--- config.mk ---
export PLATFORM = sky130hd
export DESIGN_NAME = instr_decode_pipe
export DESIGN_NICKNAME = d
export VERILOG_FILES = /design/src/rtl/instr_decode_pkg.sv /design/src/rtl/instr_field_extract.sv /design/src/rtl/instr_decode_pipe.sv
export SDC_FILE = /design/constraint.sdc
export NUM_CORES = 1
export LEC_CHECK = 0
export CORE_ASPECT_RATIO = 1.5
export CORE_UTILIZATION = 43
export DETAILED_ROUTE_END_ITERATION = 10
export PLACE_DENSITY = 0.79
export SETUP_SLACK_MARGIN = 0.4
export SYNTH_ARGS = -nofsm -noshare
export SYNTH_HDL_FRONTEND = slang
export SYNTH_SLANG_ARGS = --single-unit
--- constraint.sdc ---
create_clock -name clk -period 2.1 [get_ports clk]
set_input_delay 0.315 -clock clk [delete_from_list [all_inputs] [get_ports clk]]
set_output_delay 0.315 -clock clk [all_outputs]
set_load 0.03 [all_outputs]
--- src/rtl/instr_decode_pkg.sv ---
// instr_decode_pkg: shared codes, bundle type and FSM state for instr_decode_pipe.
// No ports; imported by instr_field_extract and instr_decode_pipe.
package instr_decode_pkg;

    // Widths the decoded-bundle struct is built with.
    localparam int ID_INSTR_W = 32;
    localparam int ID_REG_AW  = 6;
    localparam int ID_IMM_W   = 16;
    localparam int ID_MEM_AW  = 10;

    typedef enum logic [1:0] {
        CLS_GPIO = 2'd0,
        CLS_ALU  = 2'd1,
        CLS_ALU2 = 2'd2,
        CLS_MEM  = 2'd3
    } cls_e;

    localparam logic [3:0] OP_RR  = 4'd2;
    localparam logic [3:0] OP_RI  = 4'd3;
    localparam logic [3:0] OP_LDX = 4'd4;

    // Forms 1/2 carry a register plus address; 0/3 carry address plus immediate.
    typedef enum logic [1:0] {
        MOP_IMM_A = 2'd0,
        MOP_REG_A = 2'd1,
        MOP_REG_B = 2'd2,
        MOP_IMM_B = 2'd3
    } mop_e;

    typedef struct packed {
        logic [1:0]            flag;
        logic [3:0]            oper;
        logic [ID_REG_AW-1:0]  rega;
        logic [ID_REG_AW-1:0]  regb;
        logic [ID_IMM_W-1:0]   imm;
        logic [1:0]            mem_op;
        logic [ID_MEM_AW-1:0]  mem_addr;
        logic [ID_INSTR_W-1:0] imm_ext;
        logic                  illegal;
    } bundle_t;

    typedef enum logic {
        ST_IDLE = 1'b0,
        ST_EXT  = 1'b1
    } state_e;

endpackage

--- src/rtl/instr_field_extract.sv ---
// instr_field_extract: combinational map of one instruction word to a decoded bundle.
// Ports: instr (word in), bundle (decoded fields, imm_ext always 0), is_ldx (LDX first word).
// Optional feature macro: INSTR_DECODE_EXT_IMM_EN (without it, class 2 oper 4 is illegal).
module instr_field_extract
    import instr_decode_pkg::*;
#(
    parameter int INSTR_W = ID_INSTR_W,
    parameter int REG_AW  = ID_REG_AW,
    parameter int IMM_W   = ID_IMM_W,
    parameter int MEM_AW  = ID_MEM_AW
) (
    input  logic [INSTR_W-1:0] instr,
    output bundle_t            bundle,
    output logic               is_ldx
);

    localparam int W = INSTR_W;

    cls_e       cls;
    logic [3:0] op;
    logic [1:0] mop;

    // Fields are counted from the MSB; the low bits depend on the form.
    assign cls = cls_e'(instr[W-1 -: 2]);
    assign op  = instr[W-3 -: 4];
    assign mop = instr[W-3 -: 2];

    // Not every form consumes every bit of the word.
    logic unused_instr;
    assign unused_instr = ^instr;

    always_comb begin
        bundle      = '0;
        is_ldx      = 1'b0;
        bundle.flag = cls;
        unique case (cls)
            CLS_GPIO: begin
                bundle.oper = op;
                bundle.imm  = instr[W-7 -: IMM_W];
            end
            CLS_ALU: begin
                bundle.oper = op;
                bundle.rega = instr[W-7 -: REG_AW];
                bundle.regb = instr[W-7-REG_AW -: REG_AW];
            end
            CLS_ALU2: begin
                bundle.oper = op;
                if (op == OP_RR) begin
                    bundle.rega = instr[W-7 -: REG_AW];
                    bundle.regb = instr[W-7-REG_AW -: REG_AW];
                end else if (op == OP_RI) begin
                    bundle.rega = instr[W-7 -: REG_AW];
                    bundle.imm  = instr[W-7-REG_AW -: IMM_W];
`ifdef INSTR_DECODE_EXT_IMM_EN
                end else if (op == OP_LDX) begin
                    bundle.rega = instr[W-7 -: REG_AW];
                    is_ldx      = 1'b1;
`endif
                end else begin
                    bundle.illegal = 1'b1;
                end
            end
            CLS_MEM: begin
                bundle.mem_op = mop;
                if (mop == MOP_REG_A || mop == MOP_REG_B) begin
                    bundle.rega     = instr[W-5 -: REG_AW];
                    bundle.mem_addr = instr[W-5-REG_AW -: MEM_AW];
                end else begin
                    bundle.mem_addr = instr[W-5 -: MEM_AW];
                    bundle.imm      = instr[W-5-MEM_AW -: IMM_W];
                end
            end
        endcase
    end

endmodule

--- src/rtl/instr_decode_pipe.sv ---
// instr_decode_pipe: valid/ready instruction decoder with one registered output stage.
// Ports: clk, rst_n, flush; in_valid/in_ready/instr; out_valid/out_ready; decoded fields.
// Optional feature macro: INSTR_DECODE_EXT_IMM_EN enables two-word LDX (EXT state).
module instr_decode_pipe
    import instr_decode_pkg::*;
#(
    parameter int INSTR_W = ID_INSTR_W,
    parameter int REG_AW  = ID_REG_AW,
    parameter int IMM_W   = ID_IMM_W,
    parameter int MEM_AW  = ID_MEM_AW
) (
    input  logic               clk,
    input  logic               rst_n,
    input  logic               flush,
    input  logic               in_valid,
    output logic               in_ready,
    input  logic [INSTR_W-1:0] instr,
    output logic               out_valid,
    input  logic               out_ready,
    output logic [1:0]         flag,
    output logic [3:0]         oper,
    output logic [REG_AW-1:0]  rega,
    output logic [REG_AW-1:0]  regb,
    output logic [IMM_W-1:0]   imm,
    output logic [1:0]         mem_op,
    output logic [MEM_AW-1:0]  mem_addr,
    output logic [INSTR_W-1:0] imm_ext,
    output logic               illegal
);

    // The shared bundle struct fixes the field widths, so instances must match it.
    if (INSTR_W != ID_INSTR_W || REG_AW != ID_REG_AW ||
        IMM_W != ID_IMM_W || MEM_AW != ID_MEM_AW) begin : g_width_check
        $error("instr_decode_pipe widths must match instr_decode_pkg");
    end

    bundle_t dec;
    bundle_t bundle_d, bundle_q;
    logic    out_valid_d, out_valid_q;
    logic    is_ldx;
    logic    accept;
    logic    ext_word;
    logic    ldx_first;

    instr_field_extract #(
        .INSTR_W (INSTR_W),
        .REG_AW  (REG_AW),
        .IMM_W   (IMM_W),
        .MEM_AW  (MEM_AW)
    ) u_extract (
        .instr  (instr),
        .bundle (dec),
        .is_ldx (is_ldx)
    );

    assign in_ready = !out_valid_q || out_ready;
    assign accept   = in_valid && in_ready;

`ifdef INSTR_DECODE_EXT_IMM_EN
    state_e            state_q, state_d;
    logic [REG_AW-1:0] rega_hold_q, rega_hold_d;
    bundle_t           ext_bundle;

    always_ff @(posedge clk or negedge rst_n) begin
        if (!rst_n) begin
            state_q     <= ST_IDLE;
            rega_hold_q <= '0;
        end else begin
            state_q     <= state_d;
            rega_hold_q <= rega_hold_d;
        end
    end

    always_comb begin
        state_d = state_q;
        if (flush) begin
            state_d = ST_IDLE;
        end else if (accept) begin
            unique case (state_q)
                ST_IDLE: if (is_ldx) state_d = ST_EXT;
                ST_EXT:  state_d = ST_IDLE;
            endcase
        end
    end

    assign ext_word  = (state_q == ST_EXT);
    assign ldx_first = !ext_word && is_ldx;

    always_comb begin
        rega_hold_d = rega_hold_q;
        if (flush || (accept && ext_word)) begin
            rega_hold_d = '0;
        end else if (accept && ldx_first) begin
            rega_hold_d = dec.rega;
        end
    end

    // The second LDX word is never decoded; it is carried whole.
    always_comb begin
        ext_bundle         = '0;
        ext_bundle.flag    = CLS_ALU2;
        ext_bundle.oper    = OP_LDX;
        ext_bundle.rega    = rega_hold_q;
        ext_bundle.imm_ext = instr;
    end
`else
    logic unused_is_ldx;
    assign unused_is_ldx = is_ldx;
    assign ext_word      = 1'b0;
    assign ldx_first     = 1'b0;
`endif

    // An LDX first word is swallowed: it neither loads nor drains the register.
    always_comb begin
        bundle_d    = bundle_q;
        out_valid_d = out_valid_q && !out_ready;
        if (flush) begin
            bundle_d    = '0;
            out_valid_d = 1'b0;
`ifdef INSTR_DECODE_EXT_IMM_EN
        end else if (accept && ext_word) begin
            bundle_d    = ext_bundle;
            out_valid_d = 1'b1;
`endif
        end else if (accept && !ldx_first) begin
            bundle_d    = dec;
            out_valid_d = 1'b1;
        end
    end

    always_ff @(posedge clk or negedge rst_n) begin
        if (!rst_n) begin
            bundle_q    <= '0;
            out_valid_q <= 1'b0;
        end else begin
            bundle_q    <= bundle_d;
            out_valid_q <= out_valid_d;
        end
    end

    assign out_valid = out_valid_q;
    assign flag      = bundle_q.flag;
    assign oper      = bundle_q.oper;
    assign rega      = bundle_q.rega;
    assign regb      = bundle_q.regb;
    assign imm       = bundle_q.imm;
    assign mem_op    = bundle_q.mem_op;
    assign mem_addr  = bundle_q.mem_addr;
    assign imm_ext   = bundle_q.imm_ext;
    assign illegal   = bundle_q.illegal;

endmodule
# [Word level (Yosys, flattened, before mapping)]
# Index checks and enable logic that the tools add are counted.
[totals] latchBits=0 rom_bits=0 out_inout_bits=81 ff_bits=80 inputBits=37 mem_count=0 elab_cells=46 ramBits=0
[classes] n_eq_ne=7 reduce_logical=9 div_mod_pow=0 shifts=0 n_mul=0 magnitude_cmp=0 n_mux=20 bitwise=0 n_addsub=0
[op_table] cell="79-bit two-way mux" n=2
[op_table] cell="16-bit two-way mux" n=3
[op_table] cell="16-bit one-hot mux with 3 select lines" n=1
[op_table] cell="6-bit two-way mux" n=4
[op_table] cell="6-bit one-hot mux with 3 select lines" n=1
[op_table] cell="12-bit two-way mux" n=1
[op_table] cell="6-bit one-hot mux with 2 select lines" n=1
[op_table] cell="10-bit two-way mux" n=1
[op_table] cell="4-bit by 2-bit == test with 1-bit output (second input constant)" n=2
[op_table] cell="2-bit == test (second input constant)" n=3
[op_table] cell="1-bit two-way mux" n=5
[op_table] cell="2-bit by 1-bit == test with 1-bit output (second input constant)" n=2
[op_table] cell="4-bit two-way mux" n=1
[op_table] cell="3-bit OR reduction" n=1
[op_table] cell="1-bit logical AND" n=2
[op_table] cell="1-bit zero test" n=2
[op_table] cell="2-bit zero test" n=1
[op_table] cell="1-bit logical OR" n=2
[op_table] cell="2-bit nonzero test" n=1

# [Logic depth before layout (Yosys ltp)]
# Gate-level depths: netlist of run 1.
[depth] ltp_word=6 mapped_depth=7 depth_no_buf=5

# [By module]
# A second synthesis of run 1 with hierarchy kept.
[unflattened] cells_unflattened=502 area_unflattened_um2=4908.5
[by_module_without_submodules] module="instr_decode_pipe" cells_per_inst=365 area_per_inst_um2=3838.7 seq_area_each_um2=2001.9 n_inst=1
[by_module_without_submodules] module="instr_field_extract" cells_per_inst=137 area_per_inst_um2=1069.8 seq_area_each_um2=0.0 n_inst=1

# [Worst setup path after synthesis of run 1]
# OpenSTA, ideal clock, no wires.
[synth_path] kind="reg-to-reg" from="register out_valid_q (netlist: out_valid)" to="register bundle_q (netlist bit mem_addr[0])" setup_ps=125 period_less_slack_ps=1814 path_buffers=1 stages_incl_launch_ff=6 path_slack_ps=286 t_required_ps=1975 arrival_time_ps=1689 path_cell_list="dfrtp_1 nor2b_1 inv_2 a21oi_2 buf_4 mux2_2"
[synth_between] elab_chain_cells=4
[synth_lines] element="start, declared" line="instr_decode_pipe.sv:39" text="logic out_valid_d, out_valid_q;"
[synth_lines] element="start signal, assigned" line="instr_decode_pipe.sv:137" text="out_valid_q <= out_valid_d;"
[synth_lines] element="1-bit zero test" line="instr_decode_pipe.sv:56" text="assign in_ready = !out_valid_q || out_ready;"
[synth_lines] element="1-bit logical OR" line="instr_decode_pipe.sv:56"
[synth_lines] element="via in_ready" line="instr_decode_pipe.sv:16" text="output logic in_ready,"
[synth_lines] element="1-bit logical AND" line="instr_decode_pipe.sv:57" text="assign accept = in_valid && in_ready;"
[synth_lines] element="2-bit nonzero test (no source line)"
[synth_lines] element="end signal, assigned" line="instr_decode_pipe.sv:136" text="bundle_q <= bundle_d;"
[synth_lines] element="end, declared" line="instr_decode_pipe.sv:38" text="bundle_t bundle_d, bundle_q;"
# The timed path passes the listed nets, and every way through them passes these cells.
# A chain may end at the register's enable or synchronous reset.

# [Final worst setup path of run 1]
[layout_path] from="register bundle_q (netlist bit regb[4])" to="output port regb[4]"
[layout_rtl] element="end, declared" line="instr_decode_pipe.sv:23" text="output logic [REG_AW-1:0] regb,"
# No word-level cell between the ends.

==> run summary, run 1 <==
## Logic synthesis
• 44.18% — area fraction of the dominant cell type after synthesis
• 44.18% — sequential-to-total area share from yosys stat
• sky130_fd_sc_hd__dfrtp_1 — library cell with the largest summed area after synthesis
• 10.66 um^2 — synthesized area per cell
• 100.0% — async set-reset flop share out of synthesis
• 32 — library cells used by synthesis
• 0 — Yosys warning total
• sky130_fd_sc_hd__dfrtp_1 — predominant post-synthesis flop cell
• 48 x sky130_fd_sc_hd__dfrtp_1, 35 x sky130_fd_sc_hd__buf_4, 22 x sky130_fd_sc_hd__o2bb2ai_1, 16 x sky130_fd_sc_hd__a222oi_1, 15 x sky130_fd_sc_hd__o21ai_0 — most frequent cells after synthesis
• 0 — number of flops mapped to enable cells by yosys
• sky130_fd_sc_hd__dfrtp_1 — most common cell in the netlist
• 48 — post-synthesis register bit count
• 2719 um^2 — area of the mapped netlist
• 255 — synthesized netlist cell count
• sky130_fd_sc_hd__dfrtp_1 44%, sky130_fd_sc_hd__buf_4 9.7%, sky130_fd_sc_hd__o2bb2ai_1 7.1%, sky130_fd_sc_hd__a222oi_1 5.9%, sky130_fd_sc_hd__mux2_2 4.1% — Synth area leaders

## Setup path
• 5 — R2R cell count
• regb[5] — reg-to-reg endpoint
• 570 ps — setup slack of the most critical reg-to-reg path
• regb[4] — crit path capture
• flip-flop — crit path launch type
• 1 — buffers plus inverters on the worst setup path
• 1780 ps — Data required, critical path
• clkdlybuf4s50_1 — critical-path cell list
• out_valid — Reg-to-Reg Start
• output pin — endpoint kind of the worst setup timing path
• regb[4] — beginning of the critical path
• sky130_fd_sc_hd__clkdlybuf4s50_1 — slowest stage cell on the critical path
• 680 ps — Slowest Stage Delay on Critical Path
• 1340 ps — Worst Path Arrival
• 1 — Crit. path cell count
• buffers and inverters — cell class contributing the biggest share of worst-path delay
• reg2out — class of the most critical setup path
• 2 — highest fanout seen on the critical path

## Detailed routing
• 2 — number of DRC violations after detailed routing
• 180 — DR iter-0 viols
• 2419 — detailed-route via count
• 18.10 um — post-detailed-route wirelength per cell
• 7.567 mm — Total Routed Length
• 5.787 — Via density
• 10 — drt pass-1 iters
• 0 — antenna-violating nets left

## Clock tree
• 90 ps — post-CTS clock slew at the launch and capture registers of the worst setup and hold paths
• 48 — number of clock sinks
• built — CTS tree
• 2 — worst-case clock buffer depth
• 0 — setup fix buffers added after clock tree synthesis
• 310 ps — insertion delay to the later sink of the worst-skew pair
• 5 — CTS buffer count
• 2 — Clock H-tree levels
• 0 — number of buffers added to fix hold violations after cts
• sky130_fd_sc_hd__clkbuf_8 — buffer type at the clock tree root

## Floorplanning
• 99.39 um — die height
• 118 — number of top-level design ports
• 6652 um^2 — full die area
• 66.93 um — width of the chip
• 6131 um^2 — core area
• 44.35% — starting density of the core
• 35 — number of placement rows

## Timing
• 1656 ps — final critical path time including I/O delays and setup
• 603.9 MHz — maximum frequency from static timing analysis
• 0 — final max-slew violation count
• 0 — setup violators final
• 78.86% — share of the cycle needed by the critical path after routing
• 604.6 ps — Slew @ Worst Pin
• 0 — final hold violation count
• 0 ps — setup_tns
• 11.74 ps — skew final
• false — RSZ-0062 raised after global routing
• 59.70% — relative max-transition margin

## Global route
• 0 — gr ovfl total
• 49 — pin count of the biggest net entering global routing
• 12.02 mm — global-route wire length before repair
• 24.17% — overall track demand over capacity in global routing
• 0 — number of antenna violations at the first check in global routing
• 2405 — number of global-route vias before repair

## Placement
• 3542 um^2 — placed cell areas
• 5.363 mm — HPWL after DPL
• 83 — total of buffers placed on input and output ports
• 408 — total placed cells including tap cells
• 0.9120 — gp weighted congestion

## Power and ir drop
• 2.025 nW — Static Leak
• 379.2 uV — Max IR drop VDD
• 591.7 nW/um^2 — Cell Pwr Density

## Outcome
• DRC — failing checks
• complete, but fails checks — run status

## Cells and area
• 3816 um^2 — finished layout cell area
• 418 — Cell Count, Final, Fillers Out
• 18.02% — fraction of final layout cells sized beyond drive strength 1
• 388 — final net count
• 0 — Ant. Diodes
• 62.24% — Post-Route Utilization
• 40.36% — area growth from synthesis to layout

## Run
• 0 — number of maximum-capacitance violations

## Worst hold path
• in2async — worst min-delay path class

-- flip-flops by register name (all words and copies together), names as in the netlist --
register / cells
mem_op: 2
oper: 4
rega: 6
imm: 16
regb: 6
flag: 2
out_valid: 1
illegal: 1
mem_addr: 10
-- per-stage QoR --
step           hold WS (ps)  setup slack [ps]  power [mW]
3_5_place_dp          452.6            -382.4       1.530
5_1_grt               144.0             403.3       2.348
2_1_floorplan         19.41             401.4       1.346
3_3_place_gp          443.0            -344.4       1.523
4_1_cts               118.5             395.6       2.253
6_report              90.86             444.0       2.258
-- layout by cell type (no fill, tap or decap), types with 6 or more instances in the layout --
cell / netlist / layout
sky130_fd_sc_hd__clkdlybuf4s50_1: 0 / 53
sky130_fd_sc_hd__dfrtp_1: 48 / 47
sky130_fd_sc_hd__conb_1: 1 / 32
sky130_fd_sc_hd__dlymetal6s2s_1: 0 / 23
sky130_fd_sc_hd__o2bb2ai_1: 22 / 19
sky130_fd_sc_hd__a222oi_1: 16 / 16
sky130_fd_sc_hd__buf_4: 35 / 16
sky130_fd_sc_hd__o21ai_0: 15 / 15
sky130_fd_sc_hd__a21oi_1: 10 / 10
sky130_fd_sc_hd__nor2_1: 10 / 10
sky130_fd_sc_hd__mux2_2: 10 / 10
sky130_fd_sc_hd__mux2i_1: 10 / 8
sky130_fd_sc_hd__nand2_1: 8 / 8
sky130_fd_sc_hd__nor2b_1: 8 / 7
sky130_fd_sc_hd__o41ai_1: 6 / 6
sky130_fd_sc_hd__clkbuf_8: 0 / 6
-- report_power, final --
group	total, mW	switching, mW	internal [mW]
Combinational	0.573	0.351	0.221
Sequential	0.974	0.0187	0.956
Clock	0.711	0.322	0.390
Total	2.26	0.692	1.57
-- worst register-to-register path, cell delays in order, from the launching register on --
cell and delay (ps):
sky130_fd_sc_hd__dfrtp_2 400, sky130_fd_sc_hd__nor2b_1 150, sky130_fd_sc_hd__inv_2 90, sky130_fd_sc_hd__buf_4 160
sky130_fd_sc_hd__nand2_1 160, sky130_fd_sc_hd__o41ai_1 450
-- worst min path at each step --
stage | from | end | slack (ps) | cells after the start
floorplan | rst_n | flag[0] | 20 | 0
global placement | rst_n | regb[1] | 440 | 2
detailed placement | rst_n | regb[3] | 450 | 2
CTS | rst_n | oper[3] | 120 | 2
global route | rst_n | rega[5] | 140 | 2
finish | rst_n | oper[3] | 90 | 2
-- layout make-up --
| cell class | count | area, um^2 |
|---|---|---|
| multi-input combinational | 179 | 1344 |
| clock inverter | 2 | 38.79 |
| tap | 74 | 92.59 |
| timing repair buffer | 102 | 1030 |
| sequential | 48 | 1202 |
| clock buffer | 6 | 82.58 |
| inverter | 7 | 26.28 |
| fill | 517 | 2315 |
-- routing by layer --
metal / routed length (um) / share of wire [%] / global-route usage, % / vias to the layer above
met5: 0 / 0 / 0 / -
met3: 536 / 7.1 / 4.128 / 20
met4: 253 / 3.3 / 11.46 / 0
met2: 4002 / 53 / 41.57 / 134
met1: 2775 / 37 / 28.42 / 1192
li1: - / - / - / 1073
-- cell families after synthesis --
kind of cell             share of synthesized area, %
buffers and inverters                           14.04
multiplexers                                    7.824
flip-flops                                      44.18
AO/OA/AOI/OAI                                   22.14
AND/OR/NAND/NOR                                 8.008
adder cells (fa/ha/maj)                         3.682
other                                          0.1379
-- timing repair --
action | 4_1_cts | 5_1_grt
endpoints found under the setup margin | 37 | 34
pin swaps | 6 | 1
gates resized for setup | 24 | 32
cloned | 2 | 0
(Power assumes the default switching activity.)
==> inputs of run 2 (changes only) <==
--- a/config.mk
+++ b/config.mk
@@ -6,9 +6,9 @@
 export NUM_CORES = 1
 export LEC_CHECK = 0
 export CORE_ASPECT_RATIO = 1.5
-export CORE_UTILIZATION = 43
+export CORE_UTILIZATION = 38
 export DETAILED_ROUTE_END_ITERATION = 10
-export PLACE_DENSITY = 0.79
+export PLACE_DENSITY = 0.74
 export SETUP_SLACK_MARGIN = 0.4
 export SYNTH_ARGS = -nofsm -noshare
 export SYNTH_HDL_FRONTEND = slang
==> constraint.sdc (replaced) <==
create_clock -name clk -period 1.5 [get_ports clk]
set_input_delay 0.225 -clock clk [delete_from_list [all_inputs] [get_ports clk]]
set_output_delay 0.225 -clock clk [all_outputs]
set_load 0.03 [all_outputs]
==> run summary, run 2 (same netlist as run 1, synthesis figures left out) <==
## Setup path
• flip-flop — endpoint kind of the worst setup timing path
• out_valid — Reg-to-Reg Start
• 10 ps — setup slack of the most critical reg-to-reg path
• mem_addr[7] — reg-to-reg endpoint
• flush — beginning of the critical path
• 6 — R2R cell count
• in2reg — class of the most critical setup path
• 11 — highest fanout seen on the critical path
• 600 ps — Slowest Stage Delay on Critical Path
• clkdlybuf4s50_1, buf_4, a21oi_4, buf_12, mux2_2 — critical-path cell list
• 1700 ps — Data required, critical path
• sky130_fd_sc_hd__clkdlybuf4s50_1 — slowest stage cell on the critical path
• input pin — crit path launch type
• 1700 ps — Worst Path Arrival
• mem_addr[7] — crit path capture

## Cells and area
• 52.16% — fraction of final layout cells sized beyond drive strength 1
• 471 — Cell Count, Final, Fillers Out
• 70.00% — area growth from synthesis to layout
• 67.01% — Post-Route Utilization
• 16 — flip-flop count of the largest register after layout
• 437 — final net count
• 58 x sky130_fd_sc_hd__buf_4, 48 x sky130_fd_sc_hd__buf_6, 47 x sky130_fd_sc_hd__dfrtp_1 — most used cells in the layout excluding fill and tap cells
• sky130_fd_sc_hd__buf_4 — most common cell after layout, fill and taps aside
• 0 — Ant. Diodes

## Global route
• 33 — pin count of the biggest net entering global routing
• 13.08 mm — global-route wire length before repair
• 22.78% — overall track demand over capacity in global routing
• 0 — gr ovfl total
• 2600 — number of global-route vias before repair
• 0 — number of antenna violations at the first check in global routing

## Floorplanning
• 118 — number of top-level design ports
• 37 — number of placement rows
• 6898 um^2 — core area
• 105.6 um — die height
• 71.07 um — width of the chip
• 7504 um^2 — full die area
• 39.42% — starting density of the core

## Clock tree
• 5 — CTS buffer count
• 2 — Clock H-tree levels
• 300 ps — insertion delay to the later sink of the worst-skew pair
• 90 ps — post-CTS clock slew at the launch and capture registers of the worst setup and hold paths
• sky130_fd_sc_hd__clkbuf_8 — buffer type at the clock tree root
• built — CTS tree
• 2 — worst-case clock buffer depth
• 48 — number of clock sinks

## Timing
• -7.642 ps — worst path setup slack after routing
• 10.25 ps — skew final
• true — RSZ-0062 raised after global routing
• 1 — setup violators final
• 1508 ps — final critical path time including I/O delays and setup
• 663.3 MHz — maximum frequency from static timing analysis
• 0 — final max-slew violation count
• 100.5% — share of the cycle needed by the critical path after routing
• 0 — final hold violation count

## Detailed routing
• 185 — DR iter-0 viols
• 9.017 mm — Total Routed Length
• 11 — number of DRC violations after detailed routing
• 0 — antenna-violating nets left
• 5.671 — Via density
• 9 — drt pass-1 iters
• 19.14 um — post-detailed-route wirelength per cell
• 2671 — detailed-route via count

## Placement
• 0.8525 — gp weighted congestion
• 419 — total placed cells including tap cells
• 5.621 mm — HPWL after DPL
• 83 — total of buffers placed on input and output ports
• -926.7 ps — Setup WS pre-CTS

## Outcome
• DRC, setup timing — failing checks
• complete, but fails checks — run status

## Power and ir drop
• 719.3 nW/um^2 — Cell Pwr Density
• 364.3 uV — Max IR drop VDD
• 2.144 nW — Static Leak
• 3.325 mW — total power of the final layout

## Run
• 0 — number of maximum-capacitance violations

## Worst hold path
• in2reg — worst min-delay path class

-- run 2: cell count changes in the layout (fill, tap and decap cells not counted), moves of 12 or more --
cell	before	now
sky130_fd_sc_hd__clkdlybuf4s50_1	53	29
sky130_fd_sc_hd__o21ai_0	15	3
sky130_fd_sc_hd__o2bb2ai_2	3	17
sky130_fd_sc_hd__dlymetal6s2s_1	23	0
sky130_fd_sc_hd__o2bb2ai_1	19	5
sky130_fd_sc_hd__buf_4	16	58
sky130_fd_sc_hd__buf_6	2	48
-- run 2: metal layers --
| metal | track usage (%) | share of wire (%) | up-vias |
|---|---|---|---|
| met3 | 4.685 | 7.3 | 36 |
| met5 | 0 | 0 | - |
| met2 | 40.38 | 54 | 164 |
| li1 | - | - | 1169 |
| met1 | 25.26 | 34 | 1302 |
| met4 | 11.86 | 4.4 | 0 |
-- run 2: area by class of cell --
cell class / instances / area [um^2]
clock buffer: 6 / 72.57
clock inverter: 2 / 35.03
fill: 508 / 2276
inverter: 7 / 35.03
multi-input combinational: 179 / 1695
sequential: 48 / 1202
tap: 78 / 97.59
timing repair buffer: 151 / 1484
-- run 2: worst max-delay path, delay by kind of cell --
family / cells / cell delay [ps]
multiplexers: 1 / 330
buffers and inverters: 3 / 1010
AO/OA/AOI/OAI: 1 / 130
-- run 2: report_power, final --
group | leakage, nW | internal (mW) | total (mW) | switching, mW
combinational | 1.43 | 0.437 | 1.02 | 0.588
sequential | 0.658 | 1.34 | 1.37 | 0.0343
clock | 0.0552 | 0.495 | 0.928 | 0.433
-- run 2: what timing repair did --
| item | CTS | global route |
|---|---|---|
| buffers inserted | 24 | 16 |
| setup endpoints to repair | 97 | 92 |
| hold endpoints to repair | 16 | 0 |
| gates resized for setup | 346 | 98 |
| pin swaps | 20 | 11 |
| gates cloned | 2 | 1 |
| hold buffers | 1 | 0 |
-- run 2: worst min-delay path by stage --
stage / endpoint / startpoint / slack, ps / depth (start not counted)
3_3_place_gp: oper[0] / rst_n / 180 / 1
4_1_cts: mem_op[0] / instr[28] / 330 / 3
2_1_floorplan: flag[0] / rst_n / -70 / 0
6_report: flag[1] / instr[31] / 320 / 4
5_1_grt: flag[1] / instr[31] / 320 / 4
3_5_place_dp: oper[0] / rst_n / 180 / 1
-- run 2: per-stage QoR --
step / area, um^2 / TNS [ps] / hold slack (ps)
after global routing: 4622 / -291.9 / 318.5
final: 4622 / -7.642 / 317.6
after detailed placement: 3747 / -26980 / 182.4
after floorplan: 2965 / -142.9 / -70.59
after CTS: 4190 / 0 / 330.8
after global placement: 3747 / -25210 / 176.6
